**config.mk**
```make
export PLATFORM = sky130hd
export DESIGN_NAME = control_sequencer
export DESIGN_NICKNAME = d
export VERILOG_FILES = /design/src/rtl/control_sequencer.sv
export SDC_FILE = /design/constraint.sdc
export NUM_CORES = 1
export LEC_CHECK = 0
export ABC_AREA = 1
export BUFFER_PORTS_ARGS = -buffer_cell sky130_fd_sc_hd__buf_4
export CORE_MARGIN = 3
export CORE_UTILIZATION = 35
export DETAILED_ROUTE_END_ITERATION = 16
export GPL_ROUTABILITY_DRIVEN = 0
export GPL_TIMING_DRIVEN = 0
export RECOVER_POWER = 100
export SETUP_SLACK_MARGIN = 0.5
export SLEW_MARGIN = 10
export SYNTH_ARGS = -nofsm -noshare
export SYNTH_HDL_FRONTEND = slang
export SYNTH_SLANG_ARGS = --single-unit
```
**constraint.sdc**
```tcl
create_clock -name clk -period 1.9 [get_ports clk]
set_input_delay 0.19 -clock clk [delete_from_list [all_inputs] [get_ports clk]]
set_output_delay 0.19 -clock clk [all_outputs]
set_load 0.02 [all_outputs]
```
**src/rtl/control_sequencer.sv**
```systemverilog
// SAP-U control unit: instruction register, T0-T4 microcycle counter and the
// combinational decode of opcode/step/flags into the CPU control word.
module control_sequencer (
   input  logic       clk,
   input  logic       reset_n,
   input  logic       prog_mode,
   input  logic [7:0] bus_in,
   input  logic       carry_flag,
   input  logic       zero_flag,
   output logic [7:0] ir_bus_out,
   output logic [3:0] opcode,
   output logic [2:0] step,
   output logic       halt,
   output logic       pc_enable,
   output logic       subtract,
   output logic       load_mar_reg_n,
   output logic       ram_out_n,
   output logic       ram_write_n,
   output logic       ir_in_n,
   output logic       ir_out_n,
   output logic       pc_out_n,
   output logic       jump_n,
   output logic       a_in_n,
   output logic       a_out_n,
   output logic       b_in_n,
   output logic       sum_out_n,
   output logic       flags_in_n,
   output logic       out_in_n
);
   typedef enum logic [2:0] {T0 = 3'd0, T1 = 3'd1, T2 = 3'd2, T3 = 3'd3, T4 = 3'd4} step_t;

   // control word held active-high internally; strobes inverted at the ports
   typedef struct packed {
      logic halt, ce, su, mi, ro, ri, ii, io, co, j, ai, ao, bi, eo, fi, oi;
   } ctrl_t;

   step_t      st;
   logic [7:0] ir;
   logic       halted;
   ctrl_t      c;

   always_ff @(posedge clk or negedge reset_n) begin
      if (!reset_n) begin
         ir     <= 8'h00;
         st     <= T0;
         halted <= 1'b0;
      end else if (!prog_mode) begin
         ir     <= 8'h00;
         st     <= T0;
         halted <= 1'b0;
      end else if (!halted) begin
         case (st)
            T0: st <= T1;
            T1: begin
               ir <= bus_in;
               st <= T2;
            end
            T2: if (ir[7:4] == 4'hF) halted <= 1'b1;
                else st <= T3;
            T3: st <= T4;
            default: st <= T0;
         endcase
      end
   end

   always_comb begin
      c = '0;
      // programming mode hands the bus and RAM to the dipswitches
      if (reset_n && prog_mode) begin
         if (halted) c.halt = 1'b1;
         else begin
            case (st)
               T0: begin c.co = 1'b1; c.mi = 1'b1; end
               T1: begin c.ro = 1'b1; c.ii = 1'b1; c.ce = 1'b1; end
               T2: case (ir[7:4])
                  4'h1, 4'h2, 4'h3, 4'h4: begin c.io = 1'b1; c.mi = 1'b1; end
                  4'h5: begin c.io = 1'b1; c.ai = 1'b1; end
                  4'h6: begin c.io = 1'b1; c.j = 1'b1; end
                  4'h7: begin c.io = 1'b1; c.j = carry_flag; end
                  4'h8: begin c.io = 1'b1; c.j = zero_flag; end
                  4'hE: begin c.ao = 1'b1; c.oi = 1'b1; end
                  4'hF: c.halt = 1'b1;
                  default: ;
               endcase
               T3: case (ir[7:4])
                  4'h1: begin c.ro = 1'b1; c.ai = 1'b1; end
                  4'h2, 4'h3: begin c.ro = 1'b1; c.bi = 1'b1; end
                  4'h4: begin c.ao = 1'b1; c.ri = 1'b1; end
                  default: ;
               endcase
               T4: if (ir[7:4] == 4'h2 || ir[7:4] == 4'h3) begin
                  c.eo = 1'b1;
                  c.ai = 1'b1;
                  c.fi = 1'b1;
                  c.su = (ir[7:4] == 4'h3);
               end
               default: ;
            endcase
         end
      end
   end

   assign ir_bus_out     = {4'b0000, ir[3:0]};
   assign opcode         = ir[7:4];
   assign step           = st;
   assign halt           = c.halt;
   assign pc_enable      = c.ce;
   assign subtract       = c.su;
   assign load_mar_reg_n = ~c.mi;
   assign ram_out_n      = ~c.ro;
   assign ram_write_n    = ~c.ri;
   assign ir_in_n        = ~c.ii;
   assign ir_out_n       = ~c.io;
   assign pc_out_n       = ~c.co;
   assign jump_n         = ~c.j;
   assign a_in_n         = ~c.ai;
   assign a_out_n        = ~c.ao;
   assign b_in_n         = ~c.bi;
   assign sum_out_n      = ~c.eo;
   assign flags_in_n     = ~c.fi;
   assign out_in_n       = ~c.oi;
endmodule

```
After elaboration in Yosys (flattened, before gate mapping)

Cells that the tools add are included.

Flip-flop bits (word level): 12
Input port bits: 13
Output and inout bits: 31
Logic and storage cells: 80

Eq/ne operators: 17
Multiplexer cells: 38
Bitwise gates (word level): 13
Reductions and logical operators: 9

Operators by type and width:

| cell                                                                   | number |
|---|---|
| 8-bit two-way mux                                                      | 3 |
| 1-bit two-way mux                                                      | 22 |
| 4-bit by 3-bit equality test with 1-bit output (second input constant) | 4 |
| 16-bit two-way mux                                                     | 1 |
| 15-bit two-way mux                                                     | 1 |
| 1-bit NOT                                                              | 13 |
| 4-bit equality test (second input constant)                            | 3 |
| 3-bit one-hot mux with 4 select lines                                  | 1 |
| 3-bit two-way mux                                                      | 3 |
| 4-bit by 2-bit equality test with 1-bit output (second input constant) | 2 |
| 8-bit OR reduction                                                     | 1 |
| 3-bit by 2-bit equality test with 1-bit output (second input constant) | 2 |
| 1-bit one-hot mux with 2 select lines                                  | 3 |
| 1-bit one-hot mux with 3 select lines                                  | 2 |
| 4-bit by 1-bit equality test with 1-bit output (second input constant) | 1 |
| 2-bit two-way mux                                                      | 2 |
| 2-bit AND reduction                                                    | 2 |
| 4-bit OR reduction                                                     | 1 |
| 3-bit by 1-bit equality test with 1-bit output (second input constant) | 1 |
| 3-bit equality test (second input constant)                            | 1 |
| 3-bit zero test                                                        | 1 |
| 3-bit != test (second input constant)                                  | 1 |
| 3-bit OR reduction                                                     | 1 |
| 2-bit by 1-bit != test with 1-bit output (second input constant)       | 1 |
| 4 further kinds                                                        | 4 |

Depth between registers and ports, before layout

Gate-level depths: netlist (run 1).

Depth in word-level cells: 7
Mapped depth: 8
Mapped depth without buffers: 8

Worst setup path before layout (run 1)

No wires, ideal clock.

Path type: register -> output
From: reg st[0], in the netlist step[0]
To: out subtract
Arrival time: 1529 ps
Data required time: 1710 ps
Setup slack: 181 ps
Stages on the path, launching flop included: 5
Buffers on the path: 1
Path through: dfrtp_1 -> buf_2 -> nor3_2 -> nand4_1 -> nor2_1

Longest elaborated chain between the ends: 4

Ends and longest elaborated chain:

| item                   | RTL line | source |
|---|---|---|
| from (decl)            | 37       | `step_t st;` |
| from (signal assigned) | 45       | `st <= T0;` |
| from (signal assigned) | 49       | `st <= T0;` |
| from (signal assigned) | 53       | `T0: st <= T1;` |
| 3-bit equality test    | 72       | `case (st)` |
| 1-bit two-way mux      | 72       |  |
| 15-bit two-way mux     | 70       | `if (halted) c.halt = 1'b1;` |
| 16-bit two-way mux     | 69       | `if (reset_n && prog_mode) begin` |
| to (decl)              | 15       | `output logic subtract,` |

No other way between the ends.

Worst setup path after layout (run 1)

From: reg st[1], in the netlist step[1]
To: out load_mar_reg_n

Longest elaborated chain between the ends: 5
Elaborated cells on any way between the ends: 6
Those cells by class: 1 x eq/ne; 3 x mux; 1 x bitwise; 1 x reduce/logical

Ends and longest elaborated chain:

| item                                                                              | RTL line | source |
|---|---|---|
| 3-bit by 2-bit equality test with 1-bit output or 3-bit zero test (tied branches) | 72       |  |
| 1-bit one-hot mux with 2 select lines *                                           | 72       |  |
| 15-bit two-way mux *                                                              | 70       |  |
| 16-bit two-way mux *                                                              | 69       |  |
| 1-bit NOT *                                                                       | 109      | `assign load_mar_reg_n = ~c.mi;` |
| to (decl)                                                                         | 16       | `output logic load_mar_reg_n,` |

Mark *: on every way between the ends. The rest lies on a longest branch, timed or not.

==> results.toml, run 1 <==
[timing]
fmax_mhz = 580
final.setup.worst_slack_ns = 0.177
setup_violations = 0
hold_violations = 0
maxSlewViolCount = 0
finalCritPeriodShare = 0.907
rsz0062_at_grt = "true"
finClkSkew_ns = 0.00788
slew_headroom = 0.636
worst_pin_slew_ns = 0.546
fin_crit_ns = 1.72
fin_hold_ws_ns = 0.145
setup_tns_ns = 0

[route]
dr.pass1.iters = 4
route.detailed.drc = 0
routed_via_density = 4.81
via_count = 1058
first_iter_violations = 18
wl_um = 2580
wire_per_inst_um = 11.7
final_antenna_net_count = 0

[logic_synthesis]
synth_compound_area_frac = 0.104
synth_area_um2 = 853
synth_xor_area_frac = 0
ys_seq_area_frac = 0.352
synthSimpleGateAreaFrac = 0.391
synth_cell_types = 22
ys_warn_count = 0
ys_ff_latch = 12
syn_area_per_cell_um2 = 6.67
synth-main-ff-cell = "dfrtp_1"
async_flop_share = 1.00
synth_edf_count = 0
synthMuxAreaShare = 0
synth_top_family_by_area = "simple AND/OR/NAND/NOR gates"
postSynthCellCount = 128
synthAdderAreaFrac = 0

[cells_and_area]
fillers = 210
final_common_cell = "buf_4"
layout-drive-gt1-share = 0.505
antenna_cells = 0
final_core_util = 0.656
mostFrequentLayoutCells = "buf_4, nand2_1, clkbuf_1"
area_delta_synth_final_pct = 73.3
fin_nets = 206

[pwr]
p_per_area_mw_per_mm2 = 513
p_leak_nw = 0.671
ir_worst_vdd_mv = 0.511

[clock_tree]
clkSinkCount = 12
cts_max_path_buffers = 2
cts_buffers = 3
root_buffer = "clkbuf_4"
cts_tree = "yes"
htreeDepth = 1
clk_latency_ns = 0.27
path_clk_slew_ns = 0.08

[setup_path]
required_ns = 1.71
cp.arrival_ns = 1.53
r2r-end = "ir[2]"
reg2regPathDepth = 8
critPathKind = "reg -> out"
end_kind = "primary output"
crit_fanout = 6
r2r_start = "step[2]"
rrSetupSlack_ns = 0.20
critPathLaunchType = "register"

[placement]
port_buffers = 39
place_hpwl_um = 1800
place_ws_ns = 0.425

[min_path]
hp-start = "bus_in[3]"
hp-class = "in -> reg"
min_path_cells = 3
min_to = "ir[3]"

[run]
cap_violations = 0

[die]
core_mm2 = 0.00225
row_count = 17
initial_utilization = 0.378
die_w_um = 55.4
dieArea_mm2 = 0.00307
pin_count = 44
die_h_um = 55.4

[global_routing]
track_usage = 0.156
antenna_found_initial = 0
grt_start_max_net_pins = 13
gr-total-overflow = 0
grt_first_pass_wirelength_um = 3970
grt_pass1_vias = 942

[status]
outcome = "completed"
-- worst max path at each step --
stage / from / endpoint / slack [ns]
after detailed placement: reset_n / sum_out_n / 0.43
after CTS: step[0] / subtract / 0.24
after floorplan: step[2] / sum_out_n / 0.36
after global routing: step[1] / load_mar_reg_n / 0.09
after global placement: reset_n / sum_out_n / 0.42
final: step[1] / load_mar_reg_n / 0.18
-- critical path, stage by stage, from the launching register on --
cell,delay [ns]
dfrtp_1,0.49
nand2_1,0.14
nor2_4,0.14
nand2_1,0.12
o21a_2,0.22
clkbuf_2,0.15
-- sequential cells by signal, indices dropped and copies added (netlist names) --
name	flops
ir	8
step	3
halted	1
-- per-layer routing --
metal	vias up	wire [um]	GRT usage	share of wire
met2	35	1310	0.270	0.51
met4	0	33	0.0625	0.013
met1	487	1070	0.191	0.42
met5	-	0	0	0
li1	531	-	-	-
met3	5	157	0.0234	0.061
-- layout make-up --
cell class / instances / area, um2 / area share
sequential: 12 / 304 / 0.206
timing repair buffer: 57 / 389 / 0.263
clock buffer: 4 / 36.3 / 0.0245
buffer: 8 / 63.8 / 0.0431
inverter: 20 / 77.6 / 0.0525
tap: 28 / 35.0 / 0.0237
multi-input combinational: 91 / 573 / 0.387
-- synthesized netlist by cell type, types with 2 or more instances --
master / number / share of area
nand2_1: 26 / 0.11
inv_1: 17 / 0.075
nand3_1: 16 / 0.094
nor2_1: 14 / 0.062
dfrtp_1: 12 / 0.35
o21ai_0: 10 / 0.059
nand4_1: 6 / 0.044
buf_4: 5 / 0.044
a21oi_1: 3 / 0.018
inv_2: 3 / 0.013
nor2_2: 3 / 0.022
buf_2: 2 / 0.012
nor3_1: 2 / 0.012
-- power by group --
group          total (mW)  internal [mW]  leakage [nW]  switching, mW
Sequential          0.290          0.271         0.157         0.0190
Clock               0.202          0.117        0.0210         0.0859
Combinational       0.266          0.109         0.493          0.157
Total               0.759          0.497         0.671          0.262
-- cell families after synthesis --
logic type / Yosys count
other cells: 1
compound gates: 16
flops: 12
simple gates: 71
buf+inv: 28
-- metrics by stage --
stage | instance area [um2] | power (mW) | cells
floorplan | 905 | 0.421 | 131
global placement | 1230 | 0.501 | 198
detailed placement | 1230 | 0.501 | 198
CTS | 1450 | 0.752 | 217
global route | 1480 | 0.798 | 220
finish | 1480 | 0.759 | 220
-- repair_timing --
item                                    CTS  global route
resized for setup                        23            36
pin swaps                                 8            10
hold endpoints to repair                 12             0
buffers inserted                         14             3
hold buffers                              1             0
endpoints found under the setup margin   16            24
Power figures use the tool's default switching activity.
==> inputs of run 2 (changes only) <==
--- a/config.mk
+++ b/config.mk
@@ -7,11 +7,14 @@
 export LEC_CHECK = 0
 export ABC_AREA = 1
 export BUFFER_PORTS_ARGS = -buffer_cell sky130_fd_sc_hd__buf_4
+export CELL_PAD_IN_SITES_DETAIL_PLACEMENT = 1
+export CELL_PAD_IN_SITES_GLOBAL_PLACEMENT = 1
 export CORE_MARGIN = 3
-export CORE_UTILIZATION = 35
+export CORE_UTILIZATION = 31
 export DETAILED_ROUTE_END_ITERATION = 16
 export GPL_ROUTABILITY_DRIVEN = 0
 export GPL_TIMING_DRIVEN = 0
+export PLACE_DENSITY_LB_ADDON = 0.1
 export RECOVER_POWER = 100
 export SETUP_SLACK_MARGIN = 0.5
 export SLEW_MARGIN = 10
==> run 2 against run 1 <==
Global-route usage up 5.2 points. Wire length rose by 45%. Design area increased by 4.4%. Worst hold slack better by 0.014 ns. Fmax down 2.2%. Non-clock buffer count up 3. Combinational power is 7.9% higher. Sequential power grew 1%. Critical path depth grew 3. Worst setup slack got worse by 0.038 ns. Clock skew is 0.0016 ns lower. Count of clock-buffer cells in the layout did not move. Critical endpoint is now a_in_n. Largest cell class unchanged. Largest power group unchanged. Highest routed layer unchanged.
==> results.toml, run 2 (synthesized netlist as in run 1, its figures left out) <==
[die]
pin_count = 44
row_count = 18
dieArea_mm2 = 0.00342
initial_utilization = 0.335
die_w_um = 58.5
die_h_um = 58.5
core_mm2 = 0.00254

[placement]
place_area_mm2 = 0.00123
place_ws_ns = 0.417
place_hpwl_um = 2210
port_buffers = 39

[global_routing]
antenna_found_initial = 0
grt_pass1_vias = 1132
gr-total-overflow = 0
grt_first_pass_wirelength_um = 5460
track_usage = 0.208
grt_start_max_net_pins = 13

[route]
via_count = 1146
dr.pass1.iters = 4
route.detailed.drc = 0
wire_per_inst_um = 16.6
wl_um = 3740
first_iter_violations = 23
final_antenna_net_count = 0
routed_via_density = 5.09

[timing]
fin_crit_ns = 1.76
fmax_mhz = 568
setup_tns_ns = 0
worst_pin_slew_ns = 0.553
slew_headroom = 0.630
maxSlewViolCount = 0
hold_violations = 0
final.setup.worst_slack_ns = 0.138
finalCritPeriodShare = 0.927
finClkSkew_ns = 0.00628
setup_violations = 0
rsz0062_at_grt = "true"
fin_hold_ws_ns = 0.159

[status]
outcome = "completed"

[setup_path]
rrSetupSlack_ns = 0.33
critPathKind = "reg -> out"
end_kind = "primary output"
cp.arrival_ns = 1.57
critPathLaunchType = "register"
crit_fanout = 5
required_ns = 1.71
reg2regPathDepth = 6
r2r-end = "ir[7]"
r2r_start = "step[1]"

[cells_and_area]
final_common_cell = "buf_4"
fillers = 329
largest_reg_flops = 8
multiInputGateArea_um2 = 564
mostFrequentLayoutCells = "buf_4, nand2_1, buf_6"
final_cell_area_mm2 = 0.00154
regMostFlops = "ir"
fin_nets = 209
layout-drive-gt1-share = 0.513
area_delta_synth_final_pct = 80.9
antenna_cells = 0
final-seq-area_um2 = 305

[clock_tree]
htreeDepth = 1
root_buffer = "clkbuf_4"
path_clk_slew_ns = 0.08
cts_tree = "yes"
clk_latency_ns = 0.27
cts_max_path_buffers = 2
cts_buffers = 3
clkSinkCount = 12

[run]
cap_violations = 0

[pwr]
p_per_area_mw_per_mm2 = 482
ir_worst_vdd_mv = 0.394
p_leak_nw = 0.705
power_uw = 744

[min_path]
min_to = "ir[2]"
min_path_cells = 3
hp-class = "in -> reg"
hp-start = "bus_in[2]"
run 2: area by class of cell:
class / count / area share
Multi-Input combinational cell: 91 / 0.365
Clock buffer: 4 / 0.0170
Timing Repair Buffer: 60 / 0.299
Tap cell: 30 / 0.0243
Inverter: 20 / 0.0551
Buffer: 8 / 0.0413
Sequential cell: 12 / 0.198
run 2: metal layers:
metal	GRT usage	up-vias	routed length [um]
li1	-	540	-
met1	0.245	549	1390
met2	0.380	48	2080
met3	0.0241	9	200
met4	0.0795	0	70
met5	0	-	0
run 2: what timing repair did:
item,4_1_cts,5_1_grt
hold buffers,1,0
setup endpoints to repair,16,26
pin swaps,13,9
buffers inserted,17,3
resized for setup,43,23
endpoints found under the hold margin,12,0
run 2: critical path, cell delays in order, from the launching register on:
cell and delay (ns):
dfrtp_1 0.39, buf_6 0.14, inv_2 0.09, nand2_2 0.07, nor2_2 0.18, nand2_1 0.09
nand3_1 0.12, nand2_1 0.07, buf_4 0.15
run 2: worst max path at each step:
stage            start              to  slack (ns)
2_1_floorplan  step[2]       sum_out_n        0.36
3_5_place_dp     ir[5]  load_mar_reg_n        0.42
3_3_place_gp     ir[5]  load_mar_reg_n        0.43
5_1_grt          ir[6]        subtract        0.03
6_report         ir[5]          a_in_n        0.14
4_1_cts          ir[5]  load_mar_reg_n        0.24
run 2: metrics by stage:
| stage | std cells | utilization |
|---|---|---|
| finish | 225 | 0.607 |
| global route | 225 | 0.607 |
| CTS | 222 | 0.602 |
| detailed placement | 200 | 0.485 |
| global placement | 200 | 0.485 |
| floorplan | 131 | - |
run 2: power by group:
part	total (mW)	internal [mW]	leakage [nW]	switching, mW
clock network	0.164	0.0813	0.0150	0.0824
logic	0.287	0.116	0.534	0.171
registers	0.294	0.271	0.156	0.0222
==> inputs of run 3 (changes only) <==
--- a/config.mk
+++ b/config.mk
@@ -10,7 +10,7 @@
 export CELL_PAD_IN_SITES_DETAIL_PLACEMENT = 1
 export CELL_PAD_IN_SITES_GLOBAL_PLACEMENT = 1
 export CORE_MARGIN = 3
-export CORE_UTILIZATION = 31
+export CORE_UTILIZATION = 29
 export DETAILED_ROUTE_END_ITERATION = 16
 export GPL_ROUTABILITY_DRIVEN = 0
 export GPL_TIMING_DRIVEN = 0
==> constraint.sdc (replaced) <==
create_clock -name clk -period 1.8 [get_ports clk]
set_input_delay 0.18 -clock clk [delete_from_list [all_inputs] [get_ports clk]]
set_output_delay 0.18 -clock clk [all_outputs]
set_load 0.02 [all_outputs]
==> run 3 against run 2 <==
Largest cell class unchanged. Non-clock buffer count grew 7. Cell count is 3.6% higher. Worst hold slack lost 0.050 ns. First-iteration DRC count increased by 130%. Critical path type unchanged. Design area increased by 12%. Clock power rose by 40%. Die area is 6.2% higher.
==> results.toml, run 3 (synthesized netlist as in run 1, its figures left out) <==
[status]
outcome = "completed"

[route]
wire_per_inst_um = 17.6
via_count = 1188
dr.pass1.iters = 4
routed_via_density = 5.10
wl_um = 4110
final_antenna_net_count = 0
first_iter_violations = 52
route.detailed.drc = 0

[pwr]
ir_worst_vdd_mv = 0.493
p_per_area_mw_per_mm2 = 524
power_frac_seq = 0.342
switching_share = 0.375
power_uw = 903
internal-power_uw = 565
p_leak_nw = 0.769
netSwitchingPower_uw = 338
comb_power_share = 0.403
clock_power_share = 0.255

[timing]
hold_violations = 0
slew_headroom = 0.586
rsz0062_at_grt = "true"
worst_pin_slew_ns = 0.622
maxSlewViolCount = 0
finClkSkew_ns = 0.00290
finalCritPeriodShare = 0.970
setup_violations = 0
fmax_mhz = 572
fin_crit_ns = 1.75

[placement]
place_hpwl_um = 2190
port_buffers = 39

[clock_tree]
clkSinkCount = 12
root_buffer = "clkbuf_4"
cts_buffers = 3
cts_tree = "yes"
clk_latency_ns = 0.29
path_clk_slew_ns = 0.08
htreeDepth = 1
cts_max_path_buffers = 2

[cells_and_area]
final_common_cell = "buf_4"
regMostFlops = "ir"
area_delta_synth_final_pct = 102
layout-drive-gt1-share = 0.619
mostFrequentLayoutCells = "buf_4, buf_6, nand2_1"
fillers = 343
fin_nets = 216
antenna_cells = 0
final_core_util = 0.620
largest_reg_flops = 8

[die]
core_mm2 = 0.00278
die_h_um = 60.2
pin_count = 44
die_w_um = 60.2
dieArea_mm2 = 0.00363
row_count = 19
initial_utilization = 0.307

[setup_path]
critPathSlowestCell = "dfrtp_2"
path_delay_family = "flip-flops"
crit_fanout = 4
critPathLaunchType = "register"
cp.arrival_ns = 1.57
crit_chain = "buf_6, nor2_4, inv_2, nor2_4, nor2_2, o21a_2, buf_6"
critPathKind = "reg -> out"
end_kind = "primary output"
critPathBufInv = 3
required_ns = 1.62
slowest_delay_ns = 0.41

[global_routing]
grt_pass1_vias = 1216
gr-total-overflow = 0
track_usage = 0.212
grt_start_max_net_pins = 13
grt_first_pass_wirelength_um = 5600
antenna_found_initial = 0

[min_path]
hp-class = "in -> reg"

[run]
cap_violations = 0
-- run 3: cell count changes in the layout (fill, tap and decap cells not counted), sizes merged --
cell	previous run	this run
buf	52	62
clkbuf	19	16
-- run 3: worst paths after layout --
| kind | startpoint | to | slack, ns | cells after the start |
|---|---|---|---|---|
| min reg2reg | ir[1] | ir[1] | 0.54 | 2 |
| max | ir[5] | load_mar_reg_n | 0.05 | 7 |
| min | bus_in[2] | ir[2] | 0.11 | 3 |
| max in group asynchronous | reset_n | halted | 0.89 | 2 |
| min in group asynchronous | reset_n | step[1] | 0.50 | 2 |
| max reg2reg | step[2] | ir[7] | 0.26 | 7 |
-- run 3: stage by stage --
stage	setup slack, ns	hold slack [ns]	cells	TNS [ns]	instance area (um2)
4_1_cts	0.0884	0.122	229	0	1630
5_1_grt	-0.0188	0.114	233	-0.0421	1720
3_3_place_gp	0.332	0.0329	201	0	1270
3_5_place_dp	0.281	0.0362	201	0	1270
2_1_floorplan	0.275	-0.116	131	0	940
6_report	0.0532	0.109	233	0	1720
-- run 3: final cells by class --
cell class	count	area, um2	area share
Inverter	20	87.6	0.0508
Multi-Input combinational cell	91	647	0.375
Sequential cell	12	309	0.179
Tap cell	31	38.8	0.0225
Buffer	8	63.8	0.0370
Clock buffer	4	36.3	0.0210
Timing Repair Buffer	67	542	0.314
-- run 3: power groups by stage --
stage | clock (mW) | combinational (mW) | sequential [mW]
3_5_place_dp | 0 | 0.233 | 0.313
3_3_place_gp | 0 | 0.227 | 0.311
4_1_cts | 0.239 | 0.322 | 0.305
2_1_floorplan | 0 | 0.122 | 0.330
5_1_grt | 0.247 | 0.387 | 0.312
6_report | 0.230 | 0.364 | 0.309
-- run 3: worst min-delay path, delay by kind of cell --
kind                   cells  cell delay [ns]
and+or+nand+nor            1             0.04
AOI/OAI and AO/OA          1             0.06
buffers and inverters      1             0.08
-- run 3: metal layers --
metal  track usage  wire length, um  share of wire
met1         0.227             1540           0.38
met2         0.400             2170           0.53
met3        0.0194              189          0.046
met4         0.114              205          0.050
met5             0                0              0
-- run 3: timing repair --
action | CTS | global route
resized for setup | 46 | 38
pin swaps | 13 | 9
setup endpoints to repair | 24 | 27
hold buffers | 1 | 0
setup buffers | 23 | 4
endpoints found under the hold margin | 12 | 0
